### config.mk
export PLATFORM = sky130hd
export DESIGN_NAME = lpixm_cmd_sequencer
export DESIGN_NICKNAME = d
export VERILOG_FILES = /design/src/rtl/lpixm_cmd_sequencer.sv
export SDC_FILE = /design/constraint.sdc
export NUM_CORES = 1
export LEC_CHECK = 0
export CAP_MARGIN = 10
export CORE_UTILIZATION = 35
export CTS_BUF_LIST = sky130_fd_sc_hd__clkbuf_8
export CTS_CLUSTER_DIAMETER = 50
export DETAILED_ROUTE_END_ITERATION = 10
export PLACE_DENSITY = 0.85
export SYNTH_ARGS = -nofsm -noshare
export SYNTH_HDL_FRONTEND = slang
export SYNTH_SLANG_ARGS = --single-unit
### constraint.sdc
create_clock -name clk -period 2.2 [get_ports clk]
set_input_delay 0.44 -clock clk [delete_from_list [all_inputs] [get_ports clk]]
set_output_delay 0.44 -clock clk [all_outputs]
set_load 0.05 [all_outputs]
### src/rtl/lpixm_cmd_sequencer.sv
`timescale 1ns/1ps
// lpixm_cmd_sequencer
// Turns a single-beat command (direction, start address, word count) into a
// run of LPI Q requests with incrementing word addresses. Write words come
// from the ws stream in lock-step with Q beats. Read words leave on the rs
// stream straight from the Y channel. Requests in flight are capped at
// MAX_OUTSTANDING. Each command ends with a one-cycle done pulse and a sticky
// error flag.
//
// Ports
//   clk, rst                      clock, synchronous active-high reset
//   cmd_valid/ready, cmd_write,   command handshake and fields
//   cmd_addr, cmd_len
//   ws_valid/ready, ws_data       write-data input stream
//   rs_valid/ready, rs_data       read-data output stream
//   qvalid/qready, qdata          LPI request {wr, addr, wdata, wstrb}
//   yvalid/yready, ydata          LPI response {err, rdata}
//   busy, done, err               status
//   stat_cycles                   busy-cycle counter, present only when
//                                 LPIXM_CMD_SEQUENCER_STAT_EN is defined
module lpixm_cmd_sequencer #(
    parameter int BW_ADDR         = 32,
    parameter int BW_DATA         = 32,
    parameter int BW_LEN          = 16,
    parameter int MAX_OUTSTANDING = 4,
    localparam int BW_STRB        = BW_DATA / 8,
    localparam int BW_QDATA       = 1 + BW_ADDR + BW_DATA + BW_STRB,
    localparam int BW_YDATA       = 1 + BW_DATA
) (
    input  logic                clk,
    input  logic                rst,
    input  logic                cmd_valid,
    output logic                cmd_ready,
    input  logic                cmd_write,
    input  logic [BW_ADDR-1:0]  cmd_addr,
    input  logic [BW_LEN-1:0]   cmd_len,
    input  logic                ws_valid,
    output logic                ws_ready,
    input  logic [BW_DATA-1:0]  ws_data,
    output logic                rs_valid,
    input  logic                rs_ready,
    output logic [BW_DATA-1:0]  rs_data,
    output logic                qvalid,
    input  logic                qready,
    output logic [BW_QDATA-1:0] qdata,
    input  logic                yvalid,
    output logic                yready,
    input  logic [BW_YDATA-1:0] ydata,
    output logic                busy,
    output logic                done,
`ifdef LPIXM_CMD_SEQUENCER_STAT_EN
    output logic [31:0]         stat_cycles,
`endif
    output logic                err
);

    localparam int OW = $clog2(MAX_OUTSTANDING + 1);
    localparam logic [OW-1:0]      MAX_OS    = OW'(MAX_OUTSTANDING);
    localparam logic [BW_ADDR-1:0] ADDR_MASK = BW_ADDR'(BW_STRB - 1);
    localparam logic [BW_ADDR-1:0] ADDR_INC  = BW_ADDR'(BW_STRB);

    typedef enum logic [1:0] {
        ST_IDLE  = 2'd0,
        ST_ISSUE = 2'd1,
        ST_DRAIN = 2'd2,
        ST_DONE  = 2'd3
    } state_t;

    state_t               state_r, state_s;
    logic [OW-1:0]        outstanding_r, outstanding_s;
    logic                 write_r;
    logic [BW_ADDR-1:0]   addr_r;
    logic [BW_LEN-1:0]    remaining_r;
    logic                 err_r;

    logic                 accept_s;
    logic                 active_s;
    logic                 qvalid_s;
    logic                 yready_s;
    logic                 q_hs_s;
    logic                 y_hs_s;
    logic [BW_DATA-1:0]   wdata_s;
    logic [BW_STRB-1:0]   wstrb_s;

    // Handshake decode and outstanding-count arithmetic; kept apart from the
    // FSM block so the DRAIN exit can look at the post-handshake count.
    always_comb begin
        accept_s = (state_r == ST_IDLE) && cmd_valid;
        active_s = (state_r == ST_ISSUE) || (state_r == ST_DRAIN);
        qvalid_s = (state_r == ST_ISSUE) && (outstanding_r < MAX_OS) && (!write_r || ws_valid);
        if (active_s && !write_r) begin
            yready_s = rs_ready;
        end else begin
            yready_s = 1'b1;
        end
        q_hs_s = qvalid_s && qready;
        // Responses outside ISSUE/DRAIN are stale and never touch the count.
        y_hs_s = active_s && yvalid && yready_s && (outstanding_r != {OW{1'b0}});
        if (q_hs_s && !y_hs_s) begin
            outstanding_s = outstanding_r + OW'(1);
        end else if (!q_hs_s && y_hs_s) begin
            outstanding_s = outstanding_r - OW'(1);
        end else begin
            outstanding_s = outstanding_r;
        end
        if (write_r) begin
            wdata_s = ws_data;
            wstrb_s = {BW_STRB{1'b1}};
        end else begin
            wdata_s = {BW_DATA{1'b0}};
            wstrb_s = {BW_STRB{1'b0}};
        end
    end

    // FSM state register.
    always_ff @(posedge clk) begin
        if (rst) begin
            state_r <= ST_IDLE;
        end else begin
            state_r <= state_s;
        end
    end

    // FSM next state and channel outputs.
    always_comb begin
        state_s   = state_r;
        cmd_ready = 1'b0;
        qvalid    = 1'b0;
        qdata     = {BW_QDATA{1'b0}};
        ws_ready  = 1'b0;
        rs_valid  = 1'b0;
        rs_data   = ydata[BW_DATA-1:0];
        yready    = yready_s;
        busy      = 1'b1;
        done      = 1'b0;
        case (state_r)
            ST_IDLE: begin
                cmd_ready = 1'b1;
                busy      = 1'b0;
                if (cmd_valid) begin
                    state_s = (cmd_len != {BW_LEN{1'b0}}) ? ST_ISSUE : ST_DONE;
                end else begin
                    state_s = ST_IDLE;
                end
            end
            ST_ISSUE: begin
                qvalid   = qvalid_s;
                qdata    = {write_r, addr_r, wdata_s, wstrb_s};
                ws_ready = write_r && q_hs_s;
                rs_valid = !write_r && yvalid;
                if (q_hs_s && (remaining_r == BW_LEN'(1))) begin
                    state_s = ST_DRAIN;
                end else begin
                    state_s = ST_ISSUE;
                end
            end
            ST_DRAIN: begin
                rs_valid = !write_r && yvalid;
                if (outstanding_s == {OW{1'b0}}) begin
                    state_s = ST_DONE;
                end else begin
                    state_s = ST_DRAIN;
                end
            end
            ST_DONE: begin
                done    = 1'b1;
                state_s = ST_IDLE;
            end
            default: begin
                state_s = ST_IDLE;
            end
        endcase
    end

    // Command latch, address/length walk, outstanding count and sticky error.
    always_ff @(posedge clk) begin
        if (rst) begin
            write_r       <= 1'b0;
            addr_r        <= {BW_ADDR{1'b0}};
            remaining_r   <= {BW_LEN{1'b0}};
            outstanding_r <= {OW{1'b0}};
            err_r         <= 1'b0;
        end else if (accept_s) begin
            write_r       <= cmd_write;
            addr_r        <= cmd_addr & ~ADDR_MASK;
            remaining_r   <= cmd_len;
            outstanding_r <= {OW{1'b0}};
            err_r         <= 1'b0;
        end else begin
            if (q_hs_s) begin
                addr_r      <= addr_r + ADDR_INC;
                remaining_r <= remaining_r - BW_LEN'(1);
            end
            outstanding_r <= outstanding_s;
            if (y_hs_s) begin
                err_r <= err_r | ydata[BW_DATA];
            end
        end
    end

    assign err = err_r;

`ifdef LPIXM_CMD_SEQUENCER_STAT_EN
    logic [31:0] stat_cycles_r;

    // Busy-cycle counter: cleared on accept, saturating.
    always_ff @(posedge clk) begin
        if (rst) begin
            stat_cycles_r <= 32'd0;
        end else if (accept_s) begin
            stat_cycles_r <= 32'd0;
        end else if ((state_r != ST_IDLE) && (stat_cycles_r != 32'hFFFF_FFFF)) begin
            stat_cycles_r <= stat_cycles_r + 32'd1;
        end
    end

    assign stat_cycles = stat_cycles_r;
`else
    // Statistics counter not built.
`endif

endmodule
==> flow_summary.json <==
{
  "async_flop_share_pct": 0,
  "track_usage_pct": 21.79,
  "synth_seq_cells": 53,
  "period_share_pct": 99.02,
  "grt_max_degree": 36,
  "synth-edff-count": 0,
  "finalCriticalPeriod_ns": 2.178,
  "path_clk_slew_ns": 0.10,
  "design_area_um2": 6455,
  "syn_to_final_growth_pct": 70.43,
  "final_common_cell": "clkdlybuf4s50_1",
  "ys_warn_count": 0,
  "crit_slowest_cell": "clkdlybuf4s50_1",
  "synth_fa_ha_area_share_pct": 3.304,
  "die_h_um": 106.0,
  "critPathMaxFanout": 4,
  "postSynthCellCount": 482,
  "post_cts_buffers": 0,
  "antenna_found_initial": 0,
  "slew_headroom_pct": 64.86,
  "worstSetupPathType": "in -> out",
  "drtIter0Drc": 161,
  "final_util_pct": 61.97,
  "power.leakage_nw": 2.567,
  "avgSynthCellArea_um2": 7.858,
  "vdd_drop_max_v": 0.0002852,
  "worst_pin_slew_ns": 0.5255,
  "portBuffers": 161,
  "syn_area_um2": 3787,
  "viasPerCell": 5.159,
  "route.vias.total": 3931,
  "max_stage_delay_ns": 0.43,
  "cts_tree": "yes",
  "wl_per_cell_um": 16.36,
  "ys_types": 49,
  "synth_flop_cell": "dfxtp_1",
  "critPathCaptureType": "output port",
  "arrival_ns": 1.74,
  "skew_ns": 0.004327,
  "start_util_pct": 36.36,
  "final_hold_viol_count": 0,
  "slew_violations": 0,
  "grt_first_pass_wirelength_um": 19910,
  "synth_seq_area_share_pct": 28.01,
  "die_w_um": 106.0,
  "firstDrtPassIters": 4,
  "path_buf_inv": 4,
  "clkLatencyLatePin_ns": 0.30,
  "fin_nets": 756,
  "ant_nets": 0,
  "gp_congestion": 0.8149,
  "synth_compound_area_share_pct": 13.18,
  "setup_viol": 0,
  "overflow": 0,
  "max_freq_ghz": 0.4590,
  "synth_xor_area_share_pct": 9.250,
  "rsz0062_at_grt": "true",
  "tns_ns": 0,
  "place.detailed.hpwl_um": 9507,
  "critPathTopFamily": "buffers and inverters",
  "cp-start-kind": "primary input",
  "die_area_um2": 11240,
  "wl_um": 12470,
  "worstPathRequired_ns": 1.76,
  "layout_common_cells": "clkdlybuf4s50_1 (85), buf_12 (75), nor2_1 (48), dfxtp_1 (46), buf_4 (40)",
  "htree_levels": 2,
  "maxCapViolCount": 0,
  "synth_top_area_cell": "dfxtp_1",
  "cts_max_path_buffers": 2,
  "status": "complete, no violations",
  "diodes": 0,
  "cts_hold_buf": 0,
  "io_pins": 230,
  "synth_top_family_by_area": "simple AND/OR/NAND/NOR gates",
  "powerDensity_nw_per_um2": 428.8,
  "cts_root_buf": "clkbuf_8",
  "yosysTopAreaCellShare_pct": 28.01,
  "synthTopCellsByArea": "dfxtp_1 (28%), buf_4 (7.7%), and3_1 (6.4%), a211oi_1 (6.3%), and2_1 (5.6%)",
  "place_area_um2": 6216,
  "synth.mux.area_fraction_pct": 0,
  "crit_chain": "clkdlybuf4s50_1, nor2b_2, buf_4, buf_4, nor3_4, and2_4, buf_12",
  "layout-drive-gt1-share_pct": 24.60,
  "grt_pass1_vias": 4005,
  "cts.sinks": 53,
  "synth-simple-area-share_pct": 33.50,
  "cts_buffers": 5,
  "drcViolationCount": 0,
  "cpMostUsedCell": "buf_4",
  "coreArea_um2": 10420,
  "rows": 37,
  "hold_class": "reg -> reg"
}
## cell families (layout without fill, tap and decap cells)
logic type	Yosys count	after routing
AOI/OAI and AO/OA	68	68
xor gates and xnor gates	40	40
adders and majority gates	10	10
buffers and inverters	81	224
DFF	53	53
other	1	2
and+or+nand+nor	229	229
## worst register-to-register path, delay by kind of cell, from the launching register on
family	cells	cell delay, ns
DFF	1	0.38
buffers and inverters	3	0.36
and+or+nand+nor	2	0.49
AOI/OAI and AO/OA	2	0.43
adders and majority gates	2	0.38
## cells in the mapped netlist, types with 2 or more instances
master and n:
nor4_1 9, and3_1 39, buf_4 39, nor2_1 48
nor2b_1 2, nand2b_1 4, a22o_1 5, o21ai_0 7
xor2_1 21, clkbuf_8 2, clkbuf_1 25, o22ai_1 2
or3_1 6, nand4_1 15, xnor2_1 19, nor3_1 15
and4_2 2, and4_1 2, or4_1 2, nor3b_1 2
a311oi_1 6, inv_1 13, nor4b_1 2, nand3_1 15
a211oi_1 32, and2_2 3, a21oi_1 7, ha_1 10
dfxtp_1 53, and2_1 34, nand4b_1 3, nand2_1 21
## layout make-up
cell class	count	area, µm²
clock buffers	5	68.82
clock inverters	3	65.06
fillers	885	3961
inverters	13	48.80
multi-input cells	349	2351
flip-flops and latches	53	1072
well taps	136	170.2
repair buffers	203	2679
## stage by stage
stage               setup WS (ns)  std cells  hold WS (ns)  power (W)
CTS                      0.002622        762        0.4963   0.002767
detailed placement        -0.3664        754        0.4962   0.001976
finish                    0.02152        762        0.5098   0.002768
floorplan                 0.05803        483        0.4641   0.001692
global placement          -0.2847        754        0.4894   0.001953
global route             -0.06597        762        0.5409   0.002884
## what timing repair did
action,in CTS,in global routing
pin swaps,1,3
resized for setup,8,18
setup endpoints to repair,10,47
## power breakdown
| part | internal, W | leakage, nW | switching (W) | total [W] |
|---|---|---|---|---|
| clock network | 0.000452 | 0.0681 | 0.000333 | 0.000785 |
| logic | 0.000443 | 2.06 | 0.000426 | 0.000868 |
| registers | 0.00104 | 0.441 | 0.0000787 | 0.00111 |
## flip-flops by register name (all words and copies together) (netlist names)
name	cells
outstanding_r	3
err	1
addr_r	30
remaining_r	16
state_r	2
write_r	1
## final timing paths
| path | to | cells past startpoint | slack [ns] | from |
|---|---|---|---|---|
| hold / removal | write_r$_SDFFE_PP0P_ | 2 | 0.51 | write_r$_SDFFE_PP0P_ |
| setup / recovery | ws_ready | 7 | 0.02 | ws_valid |
| hold reg to reg | write_r$_SDFFE_PP0P_ | 2 | 0.51 | write_r$_SDFFE_PP0P_ |
| setup reg to reg | state_r[0]$_SDFF_PP0_ | 9 | 0.05 | outstanding_r[1]$_SDFF_PP0_ |
## metal layers
layer  vias up  GRT usage [%]  routed length, µm
met4         0          3.075                 47
met3         8          3.679                615
li1       1958              -                  -
met2       104          39.78               6336
met1      1861          27.20               5467
met5         -              0                  0
No activity file was read; power rests on OpenSTA's default activity.
